**config.mk**
```make
export PLATFORM = sky130hd
export DESIGN_NAME = dbg_responder
export DESIGN_NICKNAME = d
export VERILOG_FILES = /design/src/rtl/dbg_pkg.sv /design/src/rtl/dbg_sat_cnt.sv /design/src/rtl/dbg_responder.sv
export SDC_FILE = /design/constraint.sdc
export NUM_CORES = 1
export LEC_CHECK = 0
export ABC_AREA = 1
export ABC_CLOCK_PERIOD_IN_PS = 9400
export CORE_AREA = 3 3 242 244
export CTS_BUF_LIST = sky130_fd_sc_hd__clkbuf_8
export CTS_CLUSTER_SIZE = 28
export DETAILED_ROUTE_END_ITERATION = 8
export DIE_AREA = 0 0 245 247
export PLACE_DENSITY = 0.55
export SLEW_MARGIN = 25
export SYNTH_ARGS = -nofsm -noshare
export SYNTH_HDL_FRONTEND = slang
export SYNTH_SLANG_ARGS = --single-unit
```
**constraint.sdc**
```tcl
create_clock -name clk -period 9.4 [get_ports clk]
set_input_delay 2.35 -clock clk [delete_from_list [all_inputs] [get_ports clk]]
set_output_delay 2.35 -clock clk [all_outputs]
set_load 0.005 [all_outputs]
```
**src/rtl/dbg_pkg.sv**
```systemverilog
// Shared types and constants for the debug responder.
// Also holds the all-ones pattern returned by the optional watchdog (DBG_RESP_TIMEOUT_EN).
package dbg_pkg;

  typedef enum logic [1:0] {
    IDLE  = 2'd0,
    ISSUE = 2'd1,
    WAIT  = 2'd2,
    RESP  = 2'd3
  } dbg_state_e;

  // Wide enough for any supported DBGDATAWIDTH; users slice the low bits.
  localparam int unsigned DBG_PAT_MAXW = 512;
  localparam logic [DBG_PAT_MAXW-1:0] DBG_TIMEOUT_PAT = '1;

  function automatic logic [1:0] dbg_sum2(input logic a, input logic b);
    return {1'b0, a} + {1'b0, b};
  endfunction

endpackage

```
**src/rtl/dbg_sat_cnt.sv**
```systemverilog
// Saturating up-counter that can advance by 0, 1, 2 or 3 in a single cycle.
module dbg_sat_cnt #(
  parameter int W = 8
) (
  input  logic         clk,
  input  logic         rst,
  input  logic [1:0]   inc,
  output logic [W-1:0] cnt
);

  logic [W-1:0] cnt_q, cnt_d;
  logic [W:0]   sum;

  always_comb begin
    sum   = {1'b0, cnt_q} + {{(W-1){1'b0}}, inc};
    cnt_d = sum[W] ? {W{1'b1}} : sum[W-1:0];
  end

  always_ff @(posedge clk or posedge rst) begin
    if (rst) cnt_q <= '0;
    else     cnt_q <= cnt_d;
  end

  assign cnt = cnt_q;

endmodule

```
**src/rtl/dbg_responder.sv**
```systemverilog
// Debug-port responder: one outstanding access to the bank array, single-cycle responses.
// Optional watchdog on ISSUE/WAIT enabled by defining DBG_RESP_TIMEOUT_EN.
module dbg_responder
  import dbg_pkg::*;
#(
  parameter int DBGADDRWIDTH  = 7,
  parameter int DBGBADDRWIDTH = 7,
  parameter int DBGDATAWIDTH  = 144,
  parameter int NUMBANK       = 64,
  parameter int TIMEOUT       = 255
) (
  input  logic                     clk,
  input  logic                     rst,
  input  logic                     dbg_en,
  input  logic                     dbg_read,
  input  logic                     dbg_write,
  input  logic [DBGADDRWIDTH-1:0]  dbg_addr,
  input  logic [DBGBADDRWIDTH-1:0] dbg_bank,
  input  logic [DBGDATAWIDTH-1:0]  dbg_din,
  output logic                     dbg_vld,
  output logic [DBGDATAWIDTH-1:0]  dbg_dout,
  output logic                     mem_req,
  output logic                     mem_wr,
  output logic [DBGBADDRWIDTH-1:0] mem_bank,
  output logic [DBGADDRWIDTH-1:0]  mem_addr,
  output logic [DBGDATAWIDTH-1:0]  mem_wdata,
  input  logic                     mem_gnt,
  input  logic                     mem_rvld,
  input  logic [DBGDATAWIDTH-1:0]  mem_rdata,
  output logic                     dbg_busy,
  output logic [7:0]               dbg_drop_cnt
);

  dbg_state_e state_q, state_d;

  logic                     op_wr_q, op_wr_d;
  logic [DBGBADDRWIDTH-1:0] bank_q, bank_d;
  logic [DBGADDRWIDTH-1:0]  addr_q, addr_d;
  logic [DBGDATAWIDTH-1:0]  wdata_q, wdata_d;
  logic [DBGDATAWIDTH-1:0]  resp_q, resp_d;

  logic       req_valid, req_wr, req_legal;
  logic       drop_req, timeout_hit, timeout_taken;
  logic [1:0] drop_inc;

  always_comb begin
    req_valid = dbg_en & (dbg_read | dbg_write);
    // Read wins when both qualifiers are set.
    req_wr    = dbg_write & ~dbg_read;
    req_legal = 32'(dbg_bank) < 32'(NUMBANK);
  end

  always_comb begin
    state_d       = state_q;
    op_wr_d       = op_wr_q;
    bank_d        = bank_q;
    addr_d        = addr_q;
    wdata_d       = wdata_q;
    resp_d        = resp_q;
    drop_req      = 1'b0;
    timeout_taken = 1'b0;
    case (state_q)
      IDLE, RESP: begin
        state_d = IDLE;
        if (req_valid) begin
          op_wr_d = req_wr;
          bank_d  = dbg_bank;
          addr_d  = dbg_addr;
          wdata_d = dbg_din;
          resp_d  = '0;
          // Out-of-range banks never reach memory and answer with zero.
          state_d = req_legal ? ISSUE : RESP;
        end
      end
      ISSUE: begin
        drop_req = req_valid;
        if (mem_gnt) begin
          state_d = op_wr_q ? RESP : WAIT;
        end else if (timeout_hit) begin
          state_d       = RESP;
          resp_d        = DBG_TIMEOUT_PAT[DBGDATAWIDTH-1:0];
          timeout_taken = 1'b1;
        end
      end
      WAIT: begin
        drop_req = req_valid;
        if (mem_rvld) begin
          state_d = RESP;
          resp_d  = mem_rdata;
        end else if (timeout_hit) begin
          state_d       = RESP;
          resp_d        = DBG_TIMEOUT_PAT[DBGDATAWIDTH-1:0];
          timeout_taken = 1'b1;
        end
      end
      default: state_d = IDLE;
    endcase
    drop_inc = dbg_sum2(drop_req, timeout_taken);
  end

`ifdef DBG_RESP_TIMEOUT_EN
  localparam int WDW = (TIMEOUT < 2) ? 1 : $clog2(TIMEOUT + 1);

  logic [WDW-1:0] wd_q, wd_d;

  always_comb begin
    timeout_hit = ((state_q == ISSUE) || (state_q == WAIT)) && (wd_q == WDW'(TIMEOUT));
    wd_d        = wd_q + WDW'(1);
    if ((state_d == ISSUE) && (state_q != ISSUE)) wd_d = '0;
    else if ((state_q == ISSUE) && (state_d == WAIT)) wd_d = '0;
    else if ((state_q != ISSUE) && (state_q != WAIT)) wd_d = '0;
  end

  always_ff @(posedge clk or posedge rst) begin
    if (rst) wd_q <= '0;
    else     wd_q <= wd_d;
  end
`else
  logic unused_timeout;
  assign unused_timeout = |TIMEOUT;
  assign timeout_hit    = 1'b0;
`endif

  always_ff @(posedge clk or posedge rst) begin
    if (rst) state_q <= IDLE;
    else     state_q <= state_d;
  end

  // Captured request fields are qualified by state, so they need no reset.
  always_ff @(posedge clk) begin
    op_wr_q <= op_wr_d;
    bank_q  <= bank_d;
    addr_q  <= addr_d;
    wdata_q <= wdata_d;
    resp_q  <= resp_d;
  end

  dbg_sat_cnt #(.W(8)) u_drop_cnt (
    .clk (clk),
    .rst (rst),
    .inc (drop_inc),
    .cnt (dbg_drop_cnt)
  );

  always_comb begin
    mem_req   = (state_q == ISSUE);
    mem_wr    = mem_req & op_wr_q;
    mem_bank  = mem_req ? bank_q  : '0;
    mem_addr  = mem_req ? addr_q  : '0;
    mem_wdata = mem_req ? wdata_q : '0;
    dbg_vld   = (state_q == RESP);
    dbg_dout  = dbg_vld ? resp_q : '0;
    dbg_busy  = (state_q != IDLE);
  end

endmodule

```
==> flow_results.xml <==
<?xml version="1.0" encoding="UTF-8"?>
<metrics>
  <group name="detailed_routing">
    <metric name="total_iterations_of_the_first_detailed_routing_run" unit="">4</metric>
    <metric name="post-route-drc-count" unit="">0</metric>
    <metric name="drt_first_iter_violations" unit="">506</metric>
    <metric name="finalWirelength" unit="um">46600</metric>
    <metric name="detail_route.vias_per_cell" unit="">3.81</metric>
    <metric name="post_dr_wirelength_cell" unit="um">16.8</metric>
    <metric name="ant_nets" unit="">0</metric>
    <metric name="via_count" unit="">10600</metric>
  </group>
  <group name="setup_path">
    <metric name="critPathLaunchType" unit="">register</metric>
    <metric name="critical_path_end_type" unit="">primary output</metric>
    <metric name="timing.critical_path.fanout_max" unit="">97</metric>
    <metric name="timing.rr.start" unit="">state_q[0]</metric>
    <metric name="worst_ep_arrival_time" unit="ns">3.63</metric>
    <metric name="critical_path.startpoint" unit="">state_q[1]</metric>
    <metric name="criticalPathCategory" unit="">register to primary output</metric>
    <metric name="worst-endpoint-required" unit="ns">7.05</metric>
  </group>
  <group name="cells_and_area">
    <metric name="final_std_cell_area_no_fill" unit="mm^2">0.0214</metric>
    <metric name="layout.cells.non_filler" unit="">2769</metric>
    <metric name="filler_cell_count" unit="">5616</metric>
    <metric name="drive_gt1_share" unit="%">5.57</metric>
    <metric name="finish.net_count" unit="">2282</metric>
    <metric name="area_growth_syn_to_layout" unit="%">59.2</metric>
  </group>
  <group name="sta">
    <metric name="setup_total_negative_slack" unit="ns">0</metric>
    <metric name="achievable-frequency" unit="GHz">0.167</metric>
    <metric name="timing.final.max_slew_violations" unit="">0</metric>
    <metric name="max_slew.worst_pin.slew" unit="ns">0.988</metric>
    <metric name="finalCritPeriodShare" unit="%">63.6</metric>
    <metric name="rsz_0062_raised_after_global_routing" unit="">no</metric>
    <metric name="final_hold_viol_count" unit="">0</metric>
    <metric name="timing.max_slew.rel_slack" unit="%">34.1</metric>
    <metric name="finalSetupViolations" unit="">0</metric>
    <metric name="layout_min_cycle_time" unit="ns">5.98</metric>
    <metric name="timing.clock.skew" unit="ns">0.0134</metric>
  </group>
  <group name="yosys">
    <metric name="synth.lib_cells_used.distinct" unit="">20</metric>
    <metric name="yosys_most_used_dff" unit="">sky130_fd_sc_hd__edfxtp_1</metric>
    <metric name="synth.cells.most_frequent" unit="">459 x sky130_fd_sc_hd__nand2_1, 444 x sky130_fd_sc_hd__inv_1, 303 x sky130_fd_sc_hd__edfxtp_1</metric>
    <metric name="yosysMostFrequentCell" unit="">sky130_fd_sc_hd__nand2_1</metric>
    <metric name="yosys-top-cells-area" unit="">sky130_fd_sc_hd__edfxtp_1 68%, sky130_fd_sc_hd__nand2_1 13%, sky130_fd_sc_hd__inv_1 12%, sky130_fd_sc_hd__dfrtp_1 1.9%, sky130_fd_sc_hd__buf_2 1.0%</metric>
    <metric name="synth_enable_flop_cells" unit="">303</metric>
    <metric name="synthesis.yosys.warnings" unit="">0</metric>
    <metric name="synth_async_sr_flop_share" unit="%">3.19</metric>
    <metric name="synthesized_netlist_cell_count" unit="">1330</metric>
    <metric name="synth_area_per_cell" unit="um^2">10.1</metric>
    <metric name="synth.top_cell.area_share" unit="%">67.6</metric>
    <metric name="synth_seq_area_share" unit="%">69.5</metric>
    <metric name="synth.net_count" unit="">1645</metric>
    <metric name="mappedNetlistArea" unit="mm^2">0.0135</metric>
    <metric name="synthDominantAreaCellType" unit="">sky130_fd_sc_hd__edfxtp_1</metric>
    <metric name="yosys_reg_bits" unit="">313</metric>
  </group>
  <group name="cts">
    <metric name="cts.clk_slew.worst_paths" unit="ns">0.06</metric>
    <metric name="clock_insertion_delay_worst_skew" unit="ns">0.62</metric>
    <metric name="clock_buffers_created_by_tritoncts" unit="">57</metric>
    <metric name="number_of_h_tree_branching_levels" unit="">2</metric>
    <metric name="postCtsSetupRepairBufs" unit="">0</metric>
    <metric name="cts-root-to-sink-buffers" unit="">3</metric>
    <metric name="clock_tree.root_cell" unit="">sky130_fd_sc_hd__clkbuf_8</metric>
    <metric name="cts-resized-gates" unit="">0</metric>
    <metric name="clock_tree_from_tritoncts" unit="">built</metric>
    <metric name="holdBufCountCts" unit="">0</metric>
    <metric name="clkSinkCount" unit="">313</metric>
  </group>
  <group name="power">
    <metric name="power_density" unit="mW/mm^2">274</metric>
    <metric name="total_leakage_power" unit="nW">10.8</metric>
    <metric name="internal-power" unit="mW">3.90</metric>
    <metric name="power_frac_seq" unit="%">42.2</metric>
    <metric name="net_switching_share_of_the_total_power" unit="%">33.6</metric>
    <metric name="pwr-share-comb" unit="%">37.3</metric>
    <metric name="power.net_switching" unit="mW">1.97</metric>
    <metric name="vdd.ir_drop.worst" unit="uV">181</metric>
    <metric name="pwr-share-clk" unit="%">20.5</metric>
  </group>
  <group name="die">
    <metric name="design.die.area" unit="mm^2">0.0605</metric>
    <metric name="fp.coreArea" unit="mm^2">0.0565</metric>
    <metric name="die_height" unit="um">247</metric>
    <metric name="num_rows" unit="">87</metric>
    <metric name="floorplan.initialDensity" unit="%">23.8</metric>
    <metric name="die_width" unit="um">245</metric>
    <metric name="pin_count" unit="">623</metric>
  </group>
  <group name="grt">
    <metric name="grt-ovfl-total" unit="">0</metric>
    <metric name="first_pass_grt_wire_length" unit="um">67500</metric>
    <metric name="grt_pass1_vias" unit="">11100</metric>
    <metric name="grt_max_degree" unit="">160</metric>
    <metric name="antenna_found_initial" unit="">12</metric>
    <metric name="global_route.usage.total" unit="%">14.9</metric>
  </group>
  <group name="place">
    <metric name="place.detailed.instances" unit="">2664</metric>
    <metric name="hpwl" unit="um">35600</metric>
    <metric name="place.gp.congestion" unit="">0.957</metric>
    <metric name="post_dp_cell_area" unit="mm^2">0.0204</metric>
    <metric name="io_buffers" unit="">622</metric>
  </group>
  <group name="worst_hold_path">
    <metric name="hp-class" unit="">register to register</metric>
    <metric name="holdCritStartpoint" unit="">u_drop_cnt.cnt[4]</metric>
  </group>
  <group name="job">
    <metric name="max-cap-violations" unit="">0</metric>
  </group>
  <group name="outcome">
    <metric name="run_status" unit="">complete, no violations</metric>
  </group>
</metrics>
-- logic make-up (layout without fill, tap and decap cells) --
group                      count (synthesis)  count (layout)  share of synthesized area (%)
xor gates and xnor gates                   1               1                         0.0651
and+or+nand+nor                          492             492                           14.1
DFF                                      313             313                           69.5
other                                      0               4                              0
buffers and inverters                    514            1193                           15.6
AOI/OAI and AO/OA                          4               4                          0.149
adders and majority gates                  6               6                          0.558
-- worst paths after layout --
path	to	slack (ns)	cells after the start
setup reg to reg	resp_q[114]	6.57	6
setup / recovery	mem_wdata[90]	3.42	6
hold / removal	u_drop_cnt.cnt[4]	0.55	2
min in group asynchronous	u_drop_cnt.cnt[3]	2.01	2
max in group asynchronous	u_drop_cnt.cnt[5]	7.10	2
hold reg to reg	u_drop_cnt.cnt[4]	0.55	2
-- state kept, by name, indices dropped and copies added, names as in the netlist --
| signal | flops |
|---|---|
| wdata_q | 144 |
| bank_q | 7 |
| u_drop_cnt.cnt | 8 |
| resp_q | 144 |
| addr_q | 7 |
| op_wr_q | 1 |
| state_q | 2 |
-- area by class of cell --
| cell class | instances | area [um^2] | area share (%) |
|---|---|---|---|
| diodes | 4 | 10.0 | 0.0467 |
| clock buffers | 59 | 812 | 3.79 |
| clock inverters | 42 | 220 | 1.03 |
| inverters | 464 | 1740 | 8.13 |
| multi-input cells | 503 | 2060 | 9.60 |
| flip-flops and latches | 313 | 9350 | 43.6 |
| well taps | 756 | 946 | 4.42 |
| repair buffers | 628 | 6290 | 29.3 |
-- worst max-delay path, stage by stage, from the launching register on --
cell and delay [ns]:
sky130_fd_sc_hd__dfrtp_1 0.45, sky130_fd_sc_hd__inv_1 0.14, sky130_fd_sc_hd__ha_4 0.64, sky130_fd_sc_hd__buf_4 0.80, sky130_fd_sc_hd__nand2_1 0.12, sky130_fd_sc_hd__inv_1 0.11, sky130_fd_sc_hd__clkdlybuf4s50_1 0.58
-- stage by stage --
| step | power [mW] | worst slack (ns) | hold WS [ns] | util [%] |
|---|---|---|---|---|
| 3_5_place_dp | 4.76 | 4.06 | 0.542 | 36.1 |
| 4_1_cts | 6.01 | 3.31 | 0.558 | 37.9 |
| 6_report | 5.87 | 3.42 | 0.548 | 37.9 |
| 3_3_place_gp | 4.73 | 4.10 | 0.524 | 36.1 |
| 2_1_floorplan | 3.57 | 0.0678 | 0.499 | - |
| 5_1_grt | 6.28 | 3.12 | 0.596 | 37.9 |
-- placed cells by master, fill, tap and decap left out, drive strengths merged, types with 6 or more instances in the layout --
cell type        n
clkinv          24
nand3            9
nand2          470
buf              6
dfrtp           10
edfxtp         303
inv            479
ha               6
clkbuf          59
nor2            10
clkdlybuf4s50  622
-- per-layer routing --
layer | wire (um) | up-vias | share of wire (%) | GRT usage (%)
met5 | 71 | - | 0.15 | 0
met4 | 2040 | 10 | 4.4 | 6.36
met3 | 5430 | 98 | 12 | 7.17
met2 | 22700 | 497 | 49 | 26.1
met1 | 16400 | 4829 | 35 | 15.0
li1 | - | 5126 | - | -
-- power groups by stage --
| stage | sequential [mW] | combinational, mW | clock (mW) |
|---|---|---|---|
| finish | 2.48 | 2.19 | 1.20 |
| global route | 2.52 | 2.44 | 1.32 |
| CTS | 2.49 | 2.25 | 1.27 |
| detailed placement | 2.51 | 2.24 | 0 |
| global placement | 2.50 | 2.23 | 0 |
| floorplan | 2.53 | 1.04 | 0 |
(Power assumes the default switching activity.)
==> patch (same settings) <==
Change the parameter `DBGDATAWIDTH` from 144 to 152.
--- a/src/rtl/dbg_responder.sv
+++ b/src/rtl/dbg_responder.sv
@@ -6,5 +6,5 @@
   parameter int DBGADDRWIDTH  = 7,
   parameter int DBGBADDRWIDTH = 7,
-  parameter int DBGDATAWIDTH  = 144,
+  parameter int DBGDATAWIDTH  = 152,
   parameter int NUMBANK       = 64,
   parameter int TIMEOUT       = 255
Interface: changed (resized dbg_din, dbg_dout, mem_rdata and mem_wdata); port bits go from 623 to 655. No check against the original RTL was run, so the function may have changed too.
==> patch against the unedited design <==
Synthesized cell count grew 5.2%; largest power group unchanged; fmax grew 3.7%; critical path depth shrank 1; synthesized area grew 5.3%; routed wire length grew 8.2%; non-clock buffer count grew 33; worst setup slack gained 0.21 ns; total power grew 3.8%; count of clock-buffer cells in the layout is the same; design area grew 4.6%; sequential cell count grew 16; first-iteration DRC count shrank 19%.
==> patch: results (changes against the unedited design) <==
\begin{tabular}{lr}
\hline
Metric & Value \\
\hline
\multicolumn{2}{l}{\textbf{Outcome}} \\
Status & finished clean \\
\multicolumn{2}{l}{\textbf{Final layout}} \\
Proportion of cell area occupied by registers & 0.439 (+0.00229) \\
Number of nets in the layout & 2399 (+5.1\%) \\
Fin util & 0.397 (+0.0174) \\
Non-clk buf share & 0.295 (+0.00136) \\
Count of non-CTS inverters in the layout & 488 (+5.2\%) \\
Fraction of layout instances using a drive strength above 1 & 0.0417 (-0.0140) \\
Fraction of area in multi-input gates & 0.0947 (-0.00131) \\
Layout multi-input combinational cell count & 529 (+5.2\%) \\
Clock-cell share of area & 0.0468 (-0.00139) \\
Number of antenna repair diodes & 9 (+5) \\
\multicolumn{2}{l}{\textbf{Synthesis}} \\
Count of unique library cells instantiated by Yosys & 16 (-20\%) \\
Fraction of the yosys area taken by sequential cells & 0.694 (-0.00107) \\
Cell types with the largest area share after synthesis & edfxtp\_1 (68\%), nand2\_1 (13\%), inv\_1 (13\%) \\
Number of enable-type register cells in the synthesized netlist & 319 (+5.3\%) \\
Top post-synthesis cells by count & nand2\_1 (496), inv\_1 (488), edfxtp\_1 (319) \\
Post-synthesis sequential element count & 329 (+5.1\%) \\
\multicolumn{2}{l}{\textbf{GRT}} \\
GR Layer Usage met1 & 0.167 (+0.0170) \\
Total GRT Usage & 0.161 (+0.0123) \\
Met2 GRT Util & 0.299 (+0.0385) \\
Met3 Resource Use GR & 0.0684 (-0.00325) \\
\multicolumn{2}{l}{\textbf{Placement}} \\
Total of buffers placed on input and output ports & 654 (+5.1\%) \\
Dpl hpwl & 39.6 mm (+11\%) \\
\multicolumn{2}{l}{\textbf{Detailed routing}} \\
Met1 routed wirelength after detailed routing & 18.1 mm (+11\%) \\
Number of design-rule violations left by the first detailed-router iteration & 408 (-19\%) \\
Sum of met3 wire segment lengths after detailed routing & 5.05 mm (-6.9\%) \\
Number of iterations in the first detailed-routing pass & 5 (+1) \\
Aggregate routed wire length & 50.5 mm (+8.2\%) \\
Average via count per standard cell & 3.87 (+1.6\%) \\
\multicolumn{2}{l}{\textbf{Worst setup path}} \\
Biggest cell delay along the critical path & 0.78 ns (-0.02 ns) \\
Worst path arrival time & 3.41 ns (-0.22 ns) \\
Worst reg-to-reg setup slack & 6.28 ns (-0.29 ns) \\
Endpoint of the most critical register-to-register path & resp\_q[122]\$\_SDFFCE\_PP0P\_ \\
Worst r2r path cells & 7 (+1) \\
\multicolumn{2}{l}{\textbf{Timing}} \\
Slew at the pin closest to its max-slew limit & 1.02 ns (+0.0312 ns) \\
Final worst hold slack & 0.566 ns (+0.0178 ns) \\
Clock skew after layout & 0.0114 ns (-0.00209 ns) \\
\multicolumn{2}{l}{\textbf{Pwr}} \\
Power density of the placed cells & 272 mW/mm\^{}2 (-0.78\%) \\
Switching component of the power & 2050 uW (+3.9\%) \\
P\_comb & 2280 uW (+4\%) \\
\hline
\end{tabular}
## patch: changes by cell type after synthesis, sizes merged
cell and delta:
nand2 +26, inv +24, edfxtp +16, buf +3, nor2 +3, nand3 -2, or2 -1
## patch: logic make-up after synthesis
family	count (synthesis)	synth area share
buffers and inverters	541	0.160
AO/OA/AOI/OAI	4	0.00141
flip-flops	329	0.694
AND/OR/NAND/NOR	518	0.139
XOR/XNOR	1	0.000618
adder cells (fa/ha/maj)	6	0.00530
## patch: how the worst max path moves through the flow
stage	from	end	slack [ns]
after CTS	state_q[1]$_DFFE_PP0P_	mem_wdata[27]	3.26
final	state_q[0]$_DFFE_PP0P_	dbg_dout[59]	3.64
after global placement	state_q[1]$_DFFE_PP0P_	mem_wdata[27]	4.07
after detailed placement	state_q[1]$_DFFE_PP0P_	mem_wdata[27]	4.00
after global routing	state_q[0]$_DFFE_PP0P_	dbg_dout[60]	3.28
after floorplan	dbg_write	addr_q[0]$_DFFE_PP_	2.10
